[src/rtl/riscv_pkg.sv]
// Shared RV32 core constants.
// Fetch-path widths and the default boot address.
package riscv_pkg;

    localparam int RV_PC_WIDTH    = 32;
    localparam int RV_INSTR_WIDTH = 32;
    localparam int RV_INSTR_BYTES = 4;

    localparam logic [31:0] RV_RESET_PC = 32'h0000_0000;

endpackage

[src/rtl/sync_fifo.sv]
// Generic synchronous FIFO with clear and occupancy count.
// A pop frees a slot for a push in the same cycle, even when full.
module sync_fifo #(
    parameter  int WIDTH = 8,
    parameter  int DEPTH = 4,
    localparam int CW    = $clog2(DEPTH + 1)
) (
    input  logic             i_clk,
    input  logic             i_rst,
    input  logic             i_clr,
    input  logic             i_push,
    input  logic [WIDTH-1:0] i_wdata,
    input  logic             i_pop,
    output logic [WIDTH-1:0] o_rdata,
    output logic             o_empty,
    output logic [CW-1:0]    o_count
);

    localparam int AW = $clog2(DEPTH);

    logic [WIDTH-1:0] r_mem [DEPTH];
    logic [AW-1:0]    r_wptr;
    logic [AW-1:0]    r_rptr;
    logic [CW-1:0]    r_count;

    logic w_full;
    logic w_do_pop;
    logic w_do_push;

    assign w_full    = (r_count == CW'(DEPTH));
    assign w_do_pop  = i_pop && (r_count != '0);
    assign w_do_push = i_push && (!w_full || w_do_pop);

    assign o_rdata = r_mem[r_rptr];
    assign o_empty = (r_count == '0);
    assign o_count = r_count;

    // Pointer and occupancy bookkeeping; clear wins over push/pop
    always_ff @(posedge i_clk) begin
        if (i_rst || i_clr) begin
            r_wptr  <= '0;
            r_rptr  <= '0;
            r_count <= '0;
        end else begin
            if (w_do_push) begin
                r_wptr <= r_wptr + AW'(1);
            end
            if (w_do_pop) begin
                r_rptr <= r_rptr + AW'(1);
            end
            unique case ({w_do_push, w_do_pop})
                2'b10:   r_count <= r_count + CW'(1);
                2'b01:   r_count <= r_count - CW'(1);
                default: r_count <= r_count;
            endcase
        end
    end

    // Storage write; payload needs no reset
    always_ff @(posedge i_clk) begin
        if (w_do_push && !i_rst && !i_clr) begin
            r_mem[r_wptr] <= i_wdata;
        end
    end

endmodule

[src/rtl/if_prefetch_unit.sv]
// Instruction-fetch prefetcher with credit-based request issue.
// Stale responses after a redirect are counted out and dropped.
module if_prefetch_unit
    import riscv_pkg::*;
#(
    parameter int                  PC_WIDTH    = RV_PC_WIDTH,
    parameter int                  INSTR_WIDTH = RV_INSTR_WIDTH,
    parameter int                  FIFO_DEPTH  = 4,
    parameter logic [PC_WIDTH-1:0] RESET_PC    = PC_WIDTH'(RV_RESET_PC)
) (
    input  logic                   aclk,
    input  logic                   areset,
    input  logic                   redirect_valid,
    input  logic [PC_WIDTH-1:0]    redirect_pc,
    output logic                   imem_req_valid,
    input  logic                   imem_req_ready,
    output logic [PC_WIDTH-1:0]    imem_req_addr,
    input  logic                   imem_rsp_valid,
    input  logic [INSTR_WIDTH-1:0] imem_rsp_data,
    output logic                   instr_valid,
    input  logic                   instr_ready,
    output logic [INSTR_WIDTH-1:0] instr,
    output logic [PC_WIDTH-1:0]    instr_pc
);

    localparam int CW = $clog2(FIFO_DEPTH + 1);
    localparam int EW = PC_WIDTH + INSTR_WIDTH;

    localparam logic [PC_WIDTH-1:0] PC_STEP  = PC_WIDTH'(RV_INSTR_BYTES);
    localparam logic [PC_WIDTH-1:0] PC_ALIGN = ~PC_WIDTH'(3);
    localparam logic [CW:0]         CREDITS  = (CW + 1)'(FIFO_DEPTH);

    logic [PC_WIDTH-1:0] r_fetch_pc;
    logic [PC_WIDTH-1:0] r_resp_pc;
    logic [CW-1:0]       r_outstanding;
    logic [CW-1:0]       r_drop_cnt;

    logic [CW-1:0]       w_out_next;
    logic [CW-1:0]       w_drop_next;
    logic [CW-1:0]       w_fifo_count;
    logic                w_fifo_empty;
    logic [EW-1:0]       w_fifo_wdata;
    logic [EW-1:0]       w_fifo_rdata;
    logic [CW:0]         w_inflight;
    logic [PC_WIDTH-1:0] w_redirect_pc;
    logic                w_credit;
    logic                w_req_fire;
    logic                w_rsp_drop;
    logic                w_push;
    logic                w_pop;

    // Requests in flight plus buffered entries may never exceed the buffer,
    // so every response is guaranteed a slot.
    assign w_inflight = {1'b0, r_outstanding} + {1'b0, w_fifo_count};
    assign w_credit   = (w_inflight < CREDITS);

    assign w_redirect_pc = redirect_pc & PC_ALIGN;

    assign imem_req_valid = !areset && !redirect_valid && w_credit;
    assign imem_req_addr  = areset ? RESET_PC : r_fetch_pc;
    assign w_req_fire     = imem_req_valid && imem_req_ready;

    assign w_rsp_drop   = redirect_valid || (r_drop_cnt != '0);
    assign w_push       = !areset && imem_rsp_valid && !w_rsp_drop;
    assign w_fifo_wdata = {r_resp_pc, imem_rsp_data};

    assign instr_valid = !areset && !w_fifo_empty;
    assign w_pop       = instr_valid && instr_ready && !redirect_valid;
    assign instr_pc    = areset ? '0 : w_fifo_rdata[EW-1 -: PC_WIDTH];
    assign instr       = areset ? '0 : w_fifo_rdata[INSTR_WIDTH-1:0];

    // Fetch and response PCs; a redirect realigns both to the new target
    always_ff @(posedge aclk) begin
        if (areset) begin
            r_fetch_pc <= RESET_PC;
            r_resp_pc  <= RESET_PC;
        end else if (redirect_valid) begin
            r_fetch_pc <= w_redirect_pc;
            r_resp_pc  <= w_redirect_pc;
        end else begin
            if (w_req_fire) begin
                r_fetch_pc <= r_fetch_pc + PC_STEP;
            end
            if (w_push) begin
                r_resp_pc <= r_resp_pc + PC_STEP;
            end
        end
    end

    // Next outstanding and drop counts
    always_comb begin
        w_out_next  = r_outstanding;
        w_drop_next = r_drop_cnt;
        if (w_req_fire && !imem_rsp_valid) begin
            w_out_next = r_outstanding + CW'(1);
        end else if (!w_req_fire && imem_rsp_valid) begin
            w_out_next = r_outstanding - CW'(1);
        end
        if (redirect_valid) begin
            w_drop_next = r_outstanding - CW'(imem_rsp_valid);
        end else if (imem_rsp_valid && (r_drop_cnt != '0)) begin
            w_drop_next = r_drop_cnt - CW'(1);
        end
    end

    // Counter registers
    always_ff @(posedge aclk) begin
        if (areset) begin
            r_outstanding <= '0;
            r_drop_cnt    <= '0;
        end else begin
            r_outstanding <= w_out_next;
            r_drop_cnt    <= w_drop_next;
        end
    end

    sync_fifo #(
        .WIDTH (EW),
        .DEPTH (FIFO_DEPTH)
    ) u_fifo (
        .i_clk   (aclk),
        .i_rst   (areset),
        .i_clr   (redirect_valid),
        .i_push  (w_push),
        .i_wdata (w_fifo_wdata),
        .i_pop   (w_pop),
        .o_rdata (w_fifo_rdata),
        .o_empty (w_fifo_empty),
        .o_count (w_fifo_count)
    );

endmodule

[config.mk]
export PLATFORM = sky130hd
export DESIGN_NAME = if_prefetch_unit
export DESIGN_NICKNAME = d
export VERILOG_FILES = /design/src/rtl/riscv_pkg.sv /design/src/rtl/sync_fifo.sv /design/src/rtl/if_prefetch_unit.sv
export SDC_FILE = /design/constraint.sdc
export NUM_CORES = 1
export LEC_CHECK = 0
export ABC_AREA = 1
export CORE_MARGIN = 2
export CORE_UTILIZATION = 35
export CTS_CLUSTER_SIZE = 16
export DETAILED_ROUTE_END_ITERATION = 10
export MAX_ROUTING_LAYER = met4
export SLEW_MARGIN = 20
export SYNTH_ARGS = -nofsm -noshare
export SYNTH_HDL_FRONTEND = slang
export SYNTH_SLANG_ARGS = --single-unit
[constraint.sdc]
create_clock -name aclk -period 9.51 [get_ports aclk]
set_input_delay 0.951 -clock aclk [delete_from_list [all_inputs] [get_ports aclk]]
set_output_delay 0.951 -clock aclk [all_outputs]
set_load 0.02 [all_outputs]
==> impl_results.md <==
* Required time reported for the critical path endpoint at 8560 ps
* Final-report setup violation count at 0
* Number of flops mapped to enable cells by yosys at 248
* Detail Placement HPWL at 24100 µm
* Unrepaired setup endpoints after global routing: no
* Clock-pin slew of the registers on the worst-case setup and hold paths at 50 ps
* I/O pin count at 168
* Total Routed Length at 39100 µm
* Clock latency at the later pin of the worst-skew pair at 520 ps
* Slowest cell delay on critical path at 750 ps
* Final-report hold violation count at 0
* TritonCTS Buffers at 36
* Layout cell share with drive strength beyond 1 at 4.75%
* Commonest cells post-synth: nor2_1, edfxtp_1, nand2_1
* Cell Area, Synth at 14700 µm²
* GR Overflow Total at 0
* Hold Crit Class: reg -> reg
* Port Buffers at 161
* Max transition margin at 28.0%
* Area added between synthesis and finish at 22.1%
* Largest fanout on the critical path at 100
* Maximum clock path buffer count at 3
* Most numerous cell in the Yosys netlist: nor2_1
* Number of buffers added for setup after CTS at 0
* RePlAce Congestion at 0.950
* Worst hold path cell count at 2
* Post-layout worst setup margin at 5200 ps
* Share of the synthesized area in the top cell type at 50.5%
* Peak ir drop on the vdd network at 119 µV
* Top cell type by total area after synthesis: edfxtp_1
* First-pass iteration count of the detailed router at 5
* Die Area at 43800 µm²
* Sequential area share after synthesis at 60.7%
* Number of H-tree levels at 2
* Total negative setup slack at 0 ps
* Ordered list of cells on the worst path: inv_2 > buf_4 > o21ai_0 > a21oi_1 > clkdlybuf4s50_1
* Row cnt at 75
* Post-layout minimum cycle time at 4310 ps
* Core area at 41800 µm²
* Share of the clock period used by the worst path after layout at 45.3%
* Worst setup path category: reg -> out
* Global-route usage over all layers at 18.3%
* Maximum clock skew at final layout at 16.1 ps
* Worst setup slack before clock tree synthesis at 5120 ps
* DRC at 0
* Slew Limit Fails at 0
* Flip-flop and latch count after synthesis at 323
* CTS root buf: clkbuf_16
* Layout Nets at 1848
* Routed wirelength normalized by instance count at 16.8 µm
* Run status: completed
* Yosys warnings at 0
* Initial antenna violation count at 0
* Cell types with the largest area share after synthesis: edfxtp_1, dfxtp_1, nor2_1, nand2_1, o21ai_0
* Max-cap check violation count at 0
* Start point of the worst hold path: u_fifo.r_rptr[1]
* Maximum number of pins on one net before global-route repair at 101
* Utilization after layout at 43.1%
* Leak Pwr at 0.00639 µW
* Setup slack, reg-to-reg at 6680 ps
* Quantity of gates resized following cts at 0
* Height of the chip at 209 µm
* Cell count of the worst reg-to-reg path at 7
* Slew at the pin with the worst max-slew slack at 1080 ps
* Cts-stage hold buffer count at 0
* Highest clock frequency the design can meet at 232 MHz
* Post-synth cell types at 42
* X dimension of the die at 209 µm
* Total power per unit cell area at 178 nW/µm²
* Critical path buffers and inverters at 3
* Ant diodes at 0
* Slowest library cell on the worst path: buf_4
* Drt via density at 4.96
* Global-route wire length before repair at 60900 µm
* Via count at 11500
* RR Endpoint: u_fifo.r_mem[0][60]
* Hold WS at 465 ps
* Post-synthesis instance total at 1626
* Critical path's top delay family: buffers and inverters
* Clock tree from TritonCTS: yes
* # fillers at 4005
* DRT iter0 DRCs at 915
* Total number of clock tree sinks at 323
* Post-synthesis area per instance at 9.07 µm²
* Leading register cell type out of synthesis: edfxtp_1
* Number of global-route vias before repair at 11000
* Worst Path Arrival at 3360 ps
* Critical R2R Launch: r_drop_cnt[0]
* Initial Utilization at 35.3%
* Count of antenna-violating nets left after detailed routing at 0
* Proportion of synthesized flip-flops having asynchronous set or reset at 0%
* Startpoint class of the critical path: flop
* Endpoint type of the worst setup path: primary output
==> cells in the final DEF (no fill, tap or decap), drive strengths merged <==
cell,netlist,layout
nor2,396,396
edfxtp,248,248
nand2,245,245
o21ai,182,182
clkdlybuf4s50,0,160
inv,129,130
a21oi,114,114
dfxtp,75,75
nand3,67,67
clkbuf,52,45
nor3,24,24
clkinv,2,14
ha,13,13
nand4,12,12
buf,24,12
xor2,10,10
a31oi,9,9
o21bai,5,5
o211ai,5,5
conb,1,4
bufinv,0,4
clkinvlp,0,3
a211oi,2,2
fa,2,2
or2,2,2
xnor2,1,1
o221ai,1,1
nand3b,1,1
a21o,1,1
a31o,1,1
o22ai,1,1
o21a,1,1
==> state kept, by name, summed over array words and instances, names as in the netlist, named ones only <==
name,cells
u_fifo.r_mem,248
u_fifo.r_wptr,2
r_resp_pc,30
r_outstanding,3
u_fifo.o_count,3
r_fetch_pc,30
r_drop_cnt,3
u_fifo.r_rptr,2
==> logic make-up after synthesis <==
logic type	count (synthesis)	share of synthesized area, %
other	1	0.0254
XOR/XNOR	11	0.653
flip-flops	323	60.7
buffers and inverters	207	5.63
adder cells (fa/ha/maj)	15	1.37
AND/OR/NAND/NOR	747	20.3
AO/OA/AOI/OAI	322	11.3
==> per-layer routing <==
metal | GRT usage, % | wire length [µm] | up-vias
met3 | 2.78 | 2120 | 61
met5 | - | 0 | -
li1 | - | - | 5720
met1 | 24.4 | 18200 | 5433
met2 | 29.2 | 17900 | 328
met4 | 4.68 | 877 | 0
==> how the worst max path moves through the flow <==
stage	slack [ps]	cells past startpoint	end	from
2_1_floorplan	4710	5	u_fifo.r_mem[0][0]	areset
3_3_place_gp	5110	8	u_fifo.r_mem[1][3]	redirect_valid
3_5_place_dp	5120	8	u_fifo.r_mem[3][6]	redirect_valid
4_1_cts	5050	5	instr_pc[19]	flop
5_1_grt	4890	5	instr_pc[19]	flop
6_report	5200	5	instr_pc[19]	flop
==> per-stage QoR <==
stage / instance area, µm² / total power (µW) / cells
global placement: 16800 / 1850 / 2264
global route: 18000 / 3320 / 2329
CTS: 18000 / 3240 / 2329
detailed placement: 16800 / 1860 / 2264
finish: 18000 / 3210 / 2329
floorplan: 14800 / 1740 / 1629
==> worst min-delay path, stage by stage (launching register included) <==
cell     delay (ps)
dfxtp_1         300
inv_1            60
a21oi_1          70
==> layout make-up <==
type | instances | area, µm² | area share [%]
repair buffers | 172 | 1700 | 9.42
well taps | 539 | 674 | 3.75
flip-flops and latches | 323 | 8950 | 49.7
clock buffers | 45 | 965 | 5.36
inverters | 131 | 493 | 2.74
clock inverters | 20 | 215 | 1.20
multi-input cells | 1099 | 5010 | 27.8
==> power breakdown <==
| group | switching [µW] | internal [µW] |
|---|---|---|
| Sequential | 36.3 | 1550 |
| Clock | 549 | 830 |
| Combinational | 145 | 94.8 |
No activity file was read; power rests on OpenSTA's default activity.
